$ cat src/rtl/fetch_unit.sv
// Instruction-fetch stage: owns the PC, drives the imem word index and registers the
// returned word into IF/ID. Handles stall, redirect with flush, halt requests and bad-target faults.
// Latency: one edge from imem_addr to IF/ID; a redirect costs one bubble.
// Backpressure: stall freezes PC, IF/ID and fetch_count. A redirect overrides stall.
// Halt and fault freeze all state until reset.
//
// Ports:
//   clk, rst_n                   clock, async active-low reset
//   stall, redirect,             pipeline control from downstream
//   redirect_target, halt_req
//   imem_addr / imem_inst        word index out, combinational read data in
//   if_id_valid/inst/pc          IF/ID pipeline register
//   halted, fault                sticky status flags
//   fetch_count                  saturating count of valid instructions delivered
module fetch_unit #(
  parameter int ADDR_WIDTH  = 5,
  parameter int BASE_INDEX  = 1,
  parameter int COUNT_WIDTH = 16
) (
  input  logic                   clk,
  input  logic                   rst_n,
  input  logic                   stall,
  input  logic                   redirect,
  input  logic [31:0]            redirect_target,
  input  logic                   halt_req,
  output logic [ADDR_WIDTH-1:0]  imem_addr,
  input  logic [31:0]            imem_inst,
  output logic                   if_id_valid,
  output logic [31:0]            if_id_inst,
  output logic [31:0]            if_id_pc,
  output logic                   halted,
  output logic                   fault,
  output logic [COUNT_WIDTH-1:0] fetch_count
);

  localparam int MAX_IDX = (1 << ADDR_WIDTH) - 1;

  logic [ADDR_WIDTH-1:0] pc_idx;
  logic [30:0]           tgt_sum;
  logic                  tgt_legal;
  logic [ADDR_WIDTH-1:0] tgt_idx;
  logic [ADDR_WIDTH-1:0] rel_idx;
  logic [31:0]           pc_byte;

  // The target's word index is computed at full width, so that targets past the end
  // of the memory are caught rather than silently wrapped into range.
  assign tgt_sum   = {1'b0, redirect_target[31:2]} + 31'(BASE_INDEX);
  assign tgt_legal = (redirect_target[1:0] == 2'b00) && (tgt_sum <= 31'(MAX_IDX));
  assign tgt_idx   = tgt_sum[ADDR_WIDTH-1:0];

  // The byte PC of the word being fetched. Index 0 maps to a meaningless PC,
  // but that fetch is always a bubble.
  assign rel_idx = pc_idx - ADDR_WIDTH'(BASE_INDEX);
  assign pc_byte = {{(30-ADDR_WIDTH){1'b0}}, rel_idx, 2'b00};

  assign imem_addr = pc_idx;

  always_ff @(posedge clk or negedge rst_n) begin
    if (!rst_n) begin
      pc_idx      <= '0;
      if_id_valid <= 1'b0;
      if_id_inst  <= '0;
      if_id_pc    <= '0;
      halted      <= 1'b0;
      fault       <= 1'b0;
      fetch_count <= '0;
    end else if (halted) begin
      // Frozen until reset; a fault always sets halted, so this also covers fault.
    end else if (halt_req) begin
      halted      <= 1'b1;
      if_id_valid <= 1'b0;
    end else if (redirect && !tgt_legal) begin
      fault       <= 1'b1;
      halted      <= 1'b1;
      if_id_valid <= 1'b0;
    end else if (redirect) begin
      // The wrong-path flush: inst/pc keep stale contents under valid=0.
      pc_idx      <= tgt_idx;
      if_id_valid <= 1'b0;
    end else if (!stall) begin
      pc_idx      <= pc_idx + 1'b1;
      if_id_inst  <= imem_inst;
      if_id_pc    <= pc_byte;
      // Index 0 is never part of the program, so its fetch is a bubble.
      if_id_valid <= (pc_idx != '0);
      if ((pc_idx != '0) && (fetch_count != {COUNT_WIDTH{1'b1}}))
        fetch_count <= fetch_count + COUNT_WIDTH'(1);
    end
  end

endmodule
$ cat config.mk
export PLATFORM = sky130hd
export DESIGN_NAME = fetch_unit
export DESIGN_NICKNAME = d
export VERILOG_FILES = /design/src/rtl/fetch_unit.sv
export SDC_FILE = /design/constraint.sdc
export NUM_CORES = 1
export LEC_CHECK = 0
export CORE_AREA = 2 2 89 91
export CTS_CLUSTER_DIAMETER = 40
export DETAILED_ROUTE_END_ITERATION = 7
export DIE_AREA = 0 0 91 93
export DONT_BUFFER_PORTS = 1
export SLEW_MARGIN = 20
export SYNTH_ARGS = -nofsm -noshare
export SYNTH_HDL_FRONTEND = slang
export SYNTH_SLANG_ARGS = --single-unit
export TNS_END_PERCENT = 5
$ cat constraint.sdc
create_clock -name clk -period 5.1 [get_ports clk]
set_input_delay 0.51 -clock clk [delete_from_list [all_inputs] [get_ports clk]]
set_output_delay 0.51 -clock clk [all_outputs]
set_load 0.02 [all_outputs]
==> impl_metrics.csv <==
group,metric,value,unit
placed_design,place.gp.congestion,0.8303,
floorplanning,rows,32,
clock_network,cts.sinks,61,
clock_network,cts-resized-gates,0,
power_and_ir_drop,power.total,1063,uW
power_and_ir_drop,switching_share,24.97,%
cells_and_area,diodes,0,
cells_and_area,final_cells,526,
placed_design,placed_cells,509,
power_and_ir_drop,internal_power,797.7,uW
route,ant_nets,0,
route,drt-initial-drc-count,153,
flow_run,cap_violations,0,
logic_synthesis,synth-async-reset-ratio,100.0,%
sta,setup-tns-final,0,ns
logic_synthesis,netlist_top_cells_count,"nand2_1 (124), dfrtp_1 (61), buf_4 (28)",
logic_synthesis,ys.warnings.count,0,
placed_design,pre_cts_slack,2.326,ns
placed_design,io_buffers,0,
power_and_ir_drop,powerDensity,275.8,mW/mm^2
global_routing,grt_max_degree,62,
clock_network,cts_root_buffer,"clkbuf_8",
floorplanning,dieArea,0.008463,mm^2
power_and_ir_drop,switchingPower,265.4,uW
floorplanning,die-height,93,um
global_routing,grt_overflow,0,
logic_synthesis,synth.distinct_cells,56,
sta,skew,0.007053,ns
route,drt-wirelength-per-cell,15.83,um
power_and_ir_drop,power.share.clock,43.3,%
power_and_ir_drop,seqPwrFrac,49.6,%
cells_and_area,final_nets,494,
floorplanning,io_pins,157,
sta,period_share,53.55,%
sta,setup_viol,0,
cells_and_area,drive_above_1_share,7.547,%
logic_synthesis,synth.top_cells.by_area,"dfrtp_1 (42%), nand2_1 (13%), buf_4 (5.8%)",
run_status,status,"finished clean",
critical_path,crit_path_frequent_cell,"nor2_1",
min_path,min_path_type,"in -> async",
critical_path,critPathSlowestCell,"nor4_1",
logic_synthesis,yosysSeqAreaShare,41.88,%
critical_path,crit_chain,"nor2_1, nand2_1, buf_4, nor2_1, o41ai_2, nor4_1, nand3_1, xnor2_1",
power_and_ir_drop,leakage,0.001824,uW
logic_synthesis,synth_edf_count,0,
sta,rsz0062_at_grt,"no",
critical_path,crit_family,"simple AND/OR/NAND/NOR gates",
logic_synthesis,synth_seq_cells,61,
power_and_ir_drop,peakVddDrop,0.0001193,V
critical_path,path_buf_inv,1,
global_routing,track_usage,19.61,%
floorplanning,core,0.007527,mm^2
clock_network,cts_tree,"built",
critical_path,critical_path_class,"reg -> reg",
sta,setup_ws,2.369,ns
route,first_pass_iters,4,
sta,finalMaxSlewViolations,0,
sta,final.min_clock_period,2.731,ns
logic_synthesis,avgSynthCellArea,8.637,um^2
global_routing,grt_antenna_before_repair,0,
power_and_ir_drop,pwr-share-comb,7.0,%
route,num_vias,2916,
route,routed_wl,8.325,mm
route,drcViolationCount,0,
logic_synthesis,synth_cells,422,
sta,slew_headroom,46.93,%
sta,fmax,0.3662,GHz
critical_path,critPathLaunchType,"flip-flop",
floorplanning,initial_core_util,48.42,%
global_routing,grt_pass1_wl,13.43,mm
clock_network,clockBufferDepth,2,
route,viasPerCell,5.544,
sta,hold_viol,0,
global_routing,grt_pass1_vias,2719,
floorplanning,die_width,91,um
critical_path,slowest_delay,0.68,ns
clock_network,worstSkewPairLatency,0.34,ns
logic_synthesis,synthFlopType,"dfrtp_1",
logic_synthesis,synth_most_common_cell,"nand2_1",
clock_network,h-tree-depth,3,
logic_synthesis,synth_top_cell_area_share,41.88,%
clock_network,clk_pin_slew,0.07,ns
logic_synthesis,synth_top_area_cell,"dfrtp_1",
critical_path,cp.arrival,2.94,ns
sta,worstMarginPinSlew,0.7888,ns
clock_network,cts_buffers,9,
logic_synthesis,synth_area,0.003645,mm^2
placed_design,dp_hpwl,6.119,mm
cells_and_area,area_delta_synth_final,5.767,%
critical_path,crit_path_end_kind,"flip-flop",
critical_path,crit_path_max_fanout,47,
critical_path,crit_required,5.31,ns
==> sequential cells by signal (all words and copies together) (netlist names) <==
name,count
if_id_pc,5
if_id_valid,1
halted,1
fetch_count,16
fault,1
if_id_inst,32
imem_addr,5
==> metal layers <==
metal / vias to the layer above / part of all wire [%] / GRT usage (%)
met4: 0 / 1.1 / 6.187
li1: 1420 / - / -
met2: 139 / 49 / 31.54
met5: - / 0 / 0
met3: 10 / 9.4 / 6.849
met1: 1347 / 41 / 24.92
==> final cells by class <==
type / count / area (um^2)
multi-input cells: 335 / 1911
fillers: 729 / 3672
repair buffers: 3 / 42.54
clock inverters: 6 / 86.33
flip-flops and latches: 61 / 1526
inverters: 9 / 33.78
well taps: 102 / 127.6
clock buffers: 10 / 127.6
==> worst paths after layout <==
check	start	endpoint	slack [ns]	depth (start not counted)
min in group clk	imem_inst[23]	if_id_inst[23]$_DFFE_PN0P_	0.27	2
max in group asynchronous	rst_n	if_id_inst[22]$_DFFE_PN0P_	4.82	1
hold reg to reg	if_id_inst[28]$_DFFE_PN0P_	if_id_inst[28]$_DFFE_PN0P_	0.62	2
hold / removal	rst_n	fetch_count[13]$_DFFE_PN0P_	0.04	1
setup / recovery	halted$_DFF_PN0_	fetch_count[9]$_DFFE_PN0P_	2.37	8
setup reg to reg	halted$_DFF_PN0_	fetch_count[9]$_DFFE_PN0P_	2.37	8
==> cells by family after synthesis <==
| group | synth area share, % |
|---|---|
| AO/OA/AOI/OAI | 11.50 |
| adder cells (fa/ha/maj) | 2.060 |
| AND/OR/NAND/NOR | 28.49 |
| buffers and inverters | 8.513 |
| flip-flops | 41.88 |
| XOR/XNOR | 7.449 |
| other | 0.1029 |
==> power groups by stage <==
stage,Combinational (uW),Clock [uW],Sequential [uW]
5_1_grt,84.6,498,529
3_5_place_dp,62.7,0,538
2_1_floorplan,76.5,0,532
3_3_place_gp,62.0,0,537
4_1_cts,75.4,477,528
6_report,74.6,461,528
==> cell usage in the layout, fill, tap and decap left out, types with 3 or more instances in the layout <==
master and count:
nor3_1 13, dfrtp_1 61, inv_1 9, a21o_1 3
a31oi_1 3, clkbuf_8 9, nand4_1 10, a211oi_1 5
xnor2_1 22, ha_1 6, nand3_1 17, nor4_1 6
nand2_1 124, xor2_1 9, a21oi_1 7, conb_1 27
and4_1 8, and3_1 6, o21ai_0 9, nor2_1 14
==> repair_timing <==
item | in CTS | in global routing
setup endpoints to repair | 0 | 0
setup buffers | 0 | 0
hold buffers | 1 | 0
hold endpoints to repair | 61 | 0
==> through the flow <==
stage	hold WS, ns	utilization, %	area, um^2
2_1_floorplan	0.2144	-	3742
3_3_place_gp	0.2156	48.01	3613
3_5_place_dp	0.2156	48.01	3613
4_1_cts	0.03805	51.21	3855
5_1_grt	0.04539	51.21	3855
6_report	0.04488	51.21	3855
Power figures use the tool's default switching activity.
